## src/rtl/jtframe_pll_seq.sv

```systemverilog
// rtl/jtframe_pll_seq.sv - PLL reset and lock sequencer, holds system reset until lock is stable
// Lock watchdog, retries and fail are enabled by defining JTFRAME_PLL_WDOG_EN.
module jtframe_pll_seq #(
  parameter int RST_CYC     = 16,
  parameter int STABLE_CYC  = 1024,
  parameter int TIMEOUT_CYC = 65536,
  parameter int MAXRETRY    = 7
) (
  input  logic       clk,
  input  logic       rst_n,
  input  logic       pll_locked,
  output logic       pll_rst,
  output logic       sys_rst,
  output logic       pll_ok,
  output logic       fail,
  output logic [3:0] retries,
  output logic [3:0] lock_lost
);

`ifdef JTFRAME_PLL_WDOG_EN
  localparam bit WDOG_EN = 1'b1;
`else
  localparam bit WDOG_EN = 1'b0;
`endif

  localparam int MAX_RS  = (RST_CYC > STABLE_CYC) ? RST_CYC : STABLE_CYC;
  localparam int MAX_CYC = (MAX_RS > TIMEOUT_CYC) ? MAX_RS : TIMEOUT_CYC;
  localparam int CW      = $clog2(MAX_CYC) + 1;

  localparam logic [CW-1:0] RST_LAST   = CW'(RST_CYC - 1);
  localparam logic [CW-1:0] STB_LAST   = CW'(STABLE_CYC - 1);
  localparam logic [CW-1:0] TMO_LAST   = CW'(TIMEOUT_CYC - 1);
  localparam logic [3:0]    RETRY_LAST = 4'(MAXRETRY - 1);

  typedef enum logic [2:0] {
    S_PRST,
    S_WAIT,
    S_STABLE,
    S_RUN,
    S_FAIL
  } state_t;

  state_t        state;
  logic [CW-1:0] cnt;
  logic [1:0]    sync;
  logic          lock_s;

  always_ff @(posedge clk or negedge rst_n) begin
    if (!rst_n) sync <= 2'b00;
    else        sync <= {sync[0], pll_locked};
  end

  assign lock_s = sync[1];

  always_ff @(posedge clk or negedge rst_n) begin
    if (!rst_n) begin
      state     <= S_PRST;
      cnt       <= '0;
      pll_rst   <= 1'b1;
      sys_rst   <= 1'b1;
      pll_ok    <= 1'b0;
      fail      <= 1'b0;
      retries   <= 4'd0;
      lock_lost <= 4'd0;
    end else begin
      case (state)
        S_PRST: begin
          if (cnt == RST_LAST) begin
            state   <= S_WAIT;
            cnt     <= '0;
            pll_rst <= 1'b0;
          end else begin
            cnt <= cnt + 1'b1;
          end
        end
        // lock is checked before the timeout so a simultaneous lock wins
        S_WAIT: begin
          if (lock_s) begin
            state <= S_STABLE;
            cnt   <= '0;
          end else if (WDOG_EN) begin
            if (cnt == TMO_LAST) begin
              cnt     <= '0;
              retries <= retries + 4'd1;
              pll_rst <= 1'b1;
              if (retries == RETRY_LAST) begin
                state <= S_FAIL;
                fail  <= 1'b1;
              end else begin
                state <= S_PRST;
              end
            end else begin
              cnt <= cnt + 1'b1;
            end
          end
        end
        S_STABLE: begin
          if (!lock_s) begin
            state <= S_WAIT;
            cnt   <= '0;
          end else if (cnt == STB_LAST) begin
            state   <= S_RUN;
            cnt     <= '0;
            sys_rst <= 1'b0;
            pll_ok  <= 1'b1;
            retries <= 4'd0;
          end else begin
            cnt <= cnt + 1'b1;
          end
        end
        S_RUN: begin
          if (!lock_s) begin
            state   <= S_PRST;
            cnt     <= '0;
            pll_rst <= 1'b1;
            sys_rst <= 1'b1;
            pll_ok  <= 1'b0;
            if (lock_lost != 4'hF) lock_lost <= lock_lost + 4'd1;
          end
        end
        S_FAIL: begin
          pll_rst <= 1'b1;
          sys_rst <= 1'b1;
          pll_ok  <= 1'b0;
          fail    <= 1'b1;
        end
        default: begin
          state   <= S_PRST;
          cnt     <= '0;
          pll_rst <= 1'b1;
          sys_rst <= 1'b1;
          pll_ok  <= 1'b0;
        end
      endcase
    end
  end

endmodule

```

## config.mk

```make
export PLATFORM = sky130hd
export DESIGN_NAME = jtframe_pll_seq
export DESIGN_NICKNAME = d
export VERILOG_FILES = /design/src/rtl/jtframe_pll_seq.sv
export SDC_FILE = /design/constraint.sdc
export NUM_CORES = 1
export LEC_CHECK = 0
export ABC_AREA = 0
export CORE_MARGIN = 1
export CORE_UTILIZATION = 61
export CTS_CLUSTER_SIZE = 14
export DETAILED_ROUTE_END_ITERATION = 10
export GPL_TIMING_DRIVEN = 0
export PLACE_DENSITY = 0.84
export RECOVER_POWER = 100
export REMOVE_ABC_BUFFERS = 1
export SYNTH_ARGS = -nofsm -noshare
export SYNTH_HDL_FRONTEND = slang
export SYNTH_SLANG_ARGS = --single-unit
```

## constraint.sdc

```tcl
create_clock -name clk -period 3.2 [get_ports clk]
set_clock_uncertainty 0.05 [all_clocks]
set_input_delay 0.32 -clock clk [delete_from_list [all_inputs] [get_ports clk]]
set_output_delay 0.32 -clock clk [all_outputs]
set_load 0.01 [all_outputs]
```

==> run_results.csv <==
group,metric,value,unit
run_status,outcome,"complete, no violations",
clock_network,htreeDepth,1,
power,max-vdd-ir-drop,0.594,mV
clock_network,cts_tree,"yes",
floorplanning,die_w,55.1,microns
logic_synthesis,yosys.area.top_type_share,0.378,
worst_setup_path,critPathBufInv,0,
worst_setup_path,crit_slowest_cell,"o21ai_0",
place,port_buffers,9,
floorplanning,coreArea,2570,sq um
worst_setup_path,crit_top_cell,"o21ai_0",
grt,grt_pass1_vias,1394,
grt,grt_overflow,0,
logic_synthesis,synthCells,191,
floorplanning,pin_count,15,
drt,avgViaCountPerCell,6.68,
logic_synthesis,ys_top_cells_by_count,"nand2_1 (28), dfrtp_1 (26), inv_1 (13), nor2_1 (11)",
timing,worst_slew_pin_slew,1.49,ns
worst_setup_path,crit_type,"flip-flop to flip-flop",
logic_synthesis,ys_warn_count,0,
timing,finalHoldViolCount,0,
place,dp_hpwl,2530,microns
finish,utilization,0.713,
worst_setup_path,slowest_delay,0.59,ns
timing,finalSetupViolations,0,
power,powerDensity,586,nW/um^2
logic_synthesis,synth.area.top_cells,"dfrtp_1 (38%), nand2_1 (6.1%), ha_1 (5.1%)",
worst_setup_path,worstSetupEndpointType,"flip-flop",
logic_synthesis,netlist.top_cell.by_area,"dfrtp_1",
finish,layout.nets,206,
clock_network,cts_setup_buffers,0,
clock_network,root_buffer,"clkbuf_4",
clock_network,cts_sinks,28,
floorplanning,start_util,0.670,
finish,drive_above_1_share,0.0513,
timing,rsz0062_at_grt,"no",
place,gp_congestion,0.871,
drt,drt_iter0_drc,44,
grt,grt_start_max_net_pins,29,
power,p_leak,0.772,nW
power,total_power,1.07,mW
clock_network,cts.clk_slew.worst_paths,0.15,ns
worst_hold_path,hp-class,"flip-flop to flip-flop",
drt,first_pass_iters,4,
floorplanning,std_cell_rows,18,
logic_synthesis,synthFlopType,"dfrtp_1",
logic_synthesis,ys_seq_area_frac,0.409,
logic_synthesis,yosysMostFrequentCell,"nand2_1",
timing,fin_ws,0.402,ns
worst_setup_path,cp_max_fo,22,
drt,via_count,1504,
drt,drtAntennaViolNets,0,
finish,diodes,0,
timing,finalSetupTns,0,ns
place,dp_cells,220,
logic_synthesis,syn_area,1720,sq um
clock_network,clk-insertion-delay-late,0.34,ns
logic_synthesis,yosys.cell_types.count,49,
grt,antenna_found_initial,0,
timing,slew_violations,0,
worst_setup_path,arrival,2.96,ns
run,drv_cap,0,
logic_synthesis,ys_ff_latch,28,
clock_network,cts_inserted_buffers,3,
worst_setup_path,path_cells,"or4_1, nor4_4, a31oi_2, o21ai_0, o21ai_0",
grt,grt_first_pass_wirelength,6040,microns
finish,syn2layout_area_growth,6.40,%
timing,finalCritPeriodShare,0.874,
clock_network,clk_path_buf_depth,2,
floorplanning,dieArea,3040,sq um
timing,fmax,357,MHz
finish,nFillCells,191,
worst_setup_path,critical_path.top_delay_family,"compound AO/OA/AOI/OAI gates",
finish,fin_cells,225,
timing,min_period,2.80,ns
place,post-place-ws,0.500,ns
grt,grt_usage,0.281,
drt,wl_per_cell,16.3,microns
logic_synthesis,async_flop_share,1.00,
floorplanning,die_h,55.1,microns
logic_synthesis,avgSynthCellArea,9.01,sq um
worst_setup_path,cp_data_required_time,3.36,ns
logic_synthesis,synth_edf_count,0,
drt,drt_wl_total,3660,microns
drt,drc,0,
timing,slew_headroom,0.00369,
worst_setup_path,cp-start-kind,"flip-flop",
-- cells in the final DEF (no fill, tap or decap), drive strengths merged, types with 2 or more instances in the layout --
master	count
clkbuf	5
nand3	5
and2	2
nor3	5
o2111ai	4
dfrtp	26
inv	13
a22oi	3
nor4	3
nor2	11
ha	7
conb	5
o211ai	9
and3	3
o21ai	10
and4	3
xnor2	2
dlygate4sd3	9
o22ai	2
nand2	28
nand4	6
mux2	2
dfstp	2
o311ai	2
or4	3
mux2i	3
a21oi	2
nor2b	2
o221ai	2
a31oi	3
-- cell families (layout without fill, tap and decap cells) --
group	Yosys count	after routing	share of synthesized area
xor gates and xnor gates	3	3	0.0153
DFF	28	28	0.409
AOI/OAI and AO/OA	45	45	0.188
adders and majority gates	7	7	0.0509
buffers and inverters	27	27	0.0756
other	1	5	0.00218
and+or+nand+nor	75	75	0.229
muxes	5	5	0.0305
-- report_power, final --
group	switching, mW	total [mW]	internal [mW]
Combinational	0.287	0.430	0.143
Sequential	0.0636	0.465	0.401
Clock	0.107	0.177	0.0698
Total	0.458	1.07	0.614
-- worst paths after layout --
check	startpoint	endpoint	slack, ns	depth (start not counted)
min in group asynchronous	rst_n	state[0]$_DFFE_PN0P_	0.81	2
setup reg to reg	cnt[12]$_DFFE_PN0P_	cnt[11]$_DFFE_PN0P_	0.40	5
max in group asynchronous	rst_n	lock_lost[1]$_DFFE_PN0P_	1.44	2
setup / recovery	cnt[12]$_DFFE_PN0P_	cnt[11]$_DFFE_PN0P_	0.40	5
hold / removal	sync[0]$_DFF_PN0_	sync[1]$_DFF_PN0_	0.33	0
hold reg to reg	sync[0]$_DFF_PN0_	sync[1]$_DFF_PN0_	0.33	0
-- cell type report --
class	instances	area [sq um]	area share
clock buffers	4	36.3	0.0198
well taps	30	37.5	0.0205
inverters	13	48.8	0.0267
flip-flops and latches	28	703	0.384
repair buffers	10	93.8	0.0513
multi-input cells	140	911	0.498
-- routing by layer --
| layer | wire [microns] | GRT usage | part of all wire |
|---|---|---|---|
| met5 | 0 | 0 | 0 |
| met4 | 44 | 0.113 | 0.012 |
| met3 | 215 | 0.0328 | 0.059 |
| met2 | 1810 | 0.476 | 0.50 |
| met1 | 1590 | 0.364 | 0.43 |
-- metrics by stage --
stage | hold slack (ns) | instance area, sq um
after detailed placement | 0.303 | 1790
final | 0.331 | 1830
after global routing | 0.345 | 1830
after global placement | 0.284 | 1780
after CTS | 0.336 | 1830
after floorplan | -0.0256 | 1650
-- flip-flops by register name, indices dropped and copies added, names as in the netlist --
register / flops
cnt: 17
lock_lost: 4
pll_ok: 1
pll_rst: 1
state: 2
sync: 2
sys_rst: 1
-- repair_timing --
item,4_1_cts,5_1_grt
endpoints found under the hold margin,0,26
gates resized for setup,0,0
hold buffers,0,1
No activity file was read; power rests on OpenSTA's default activity.
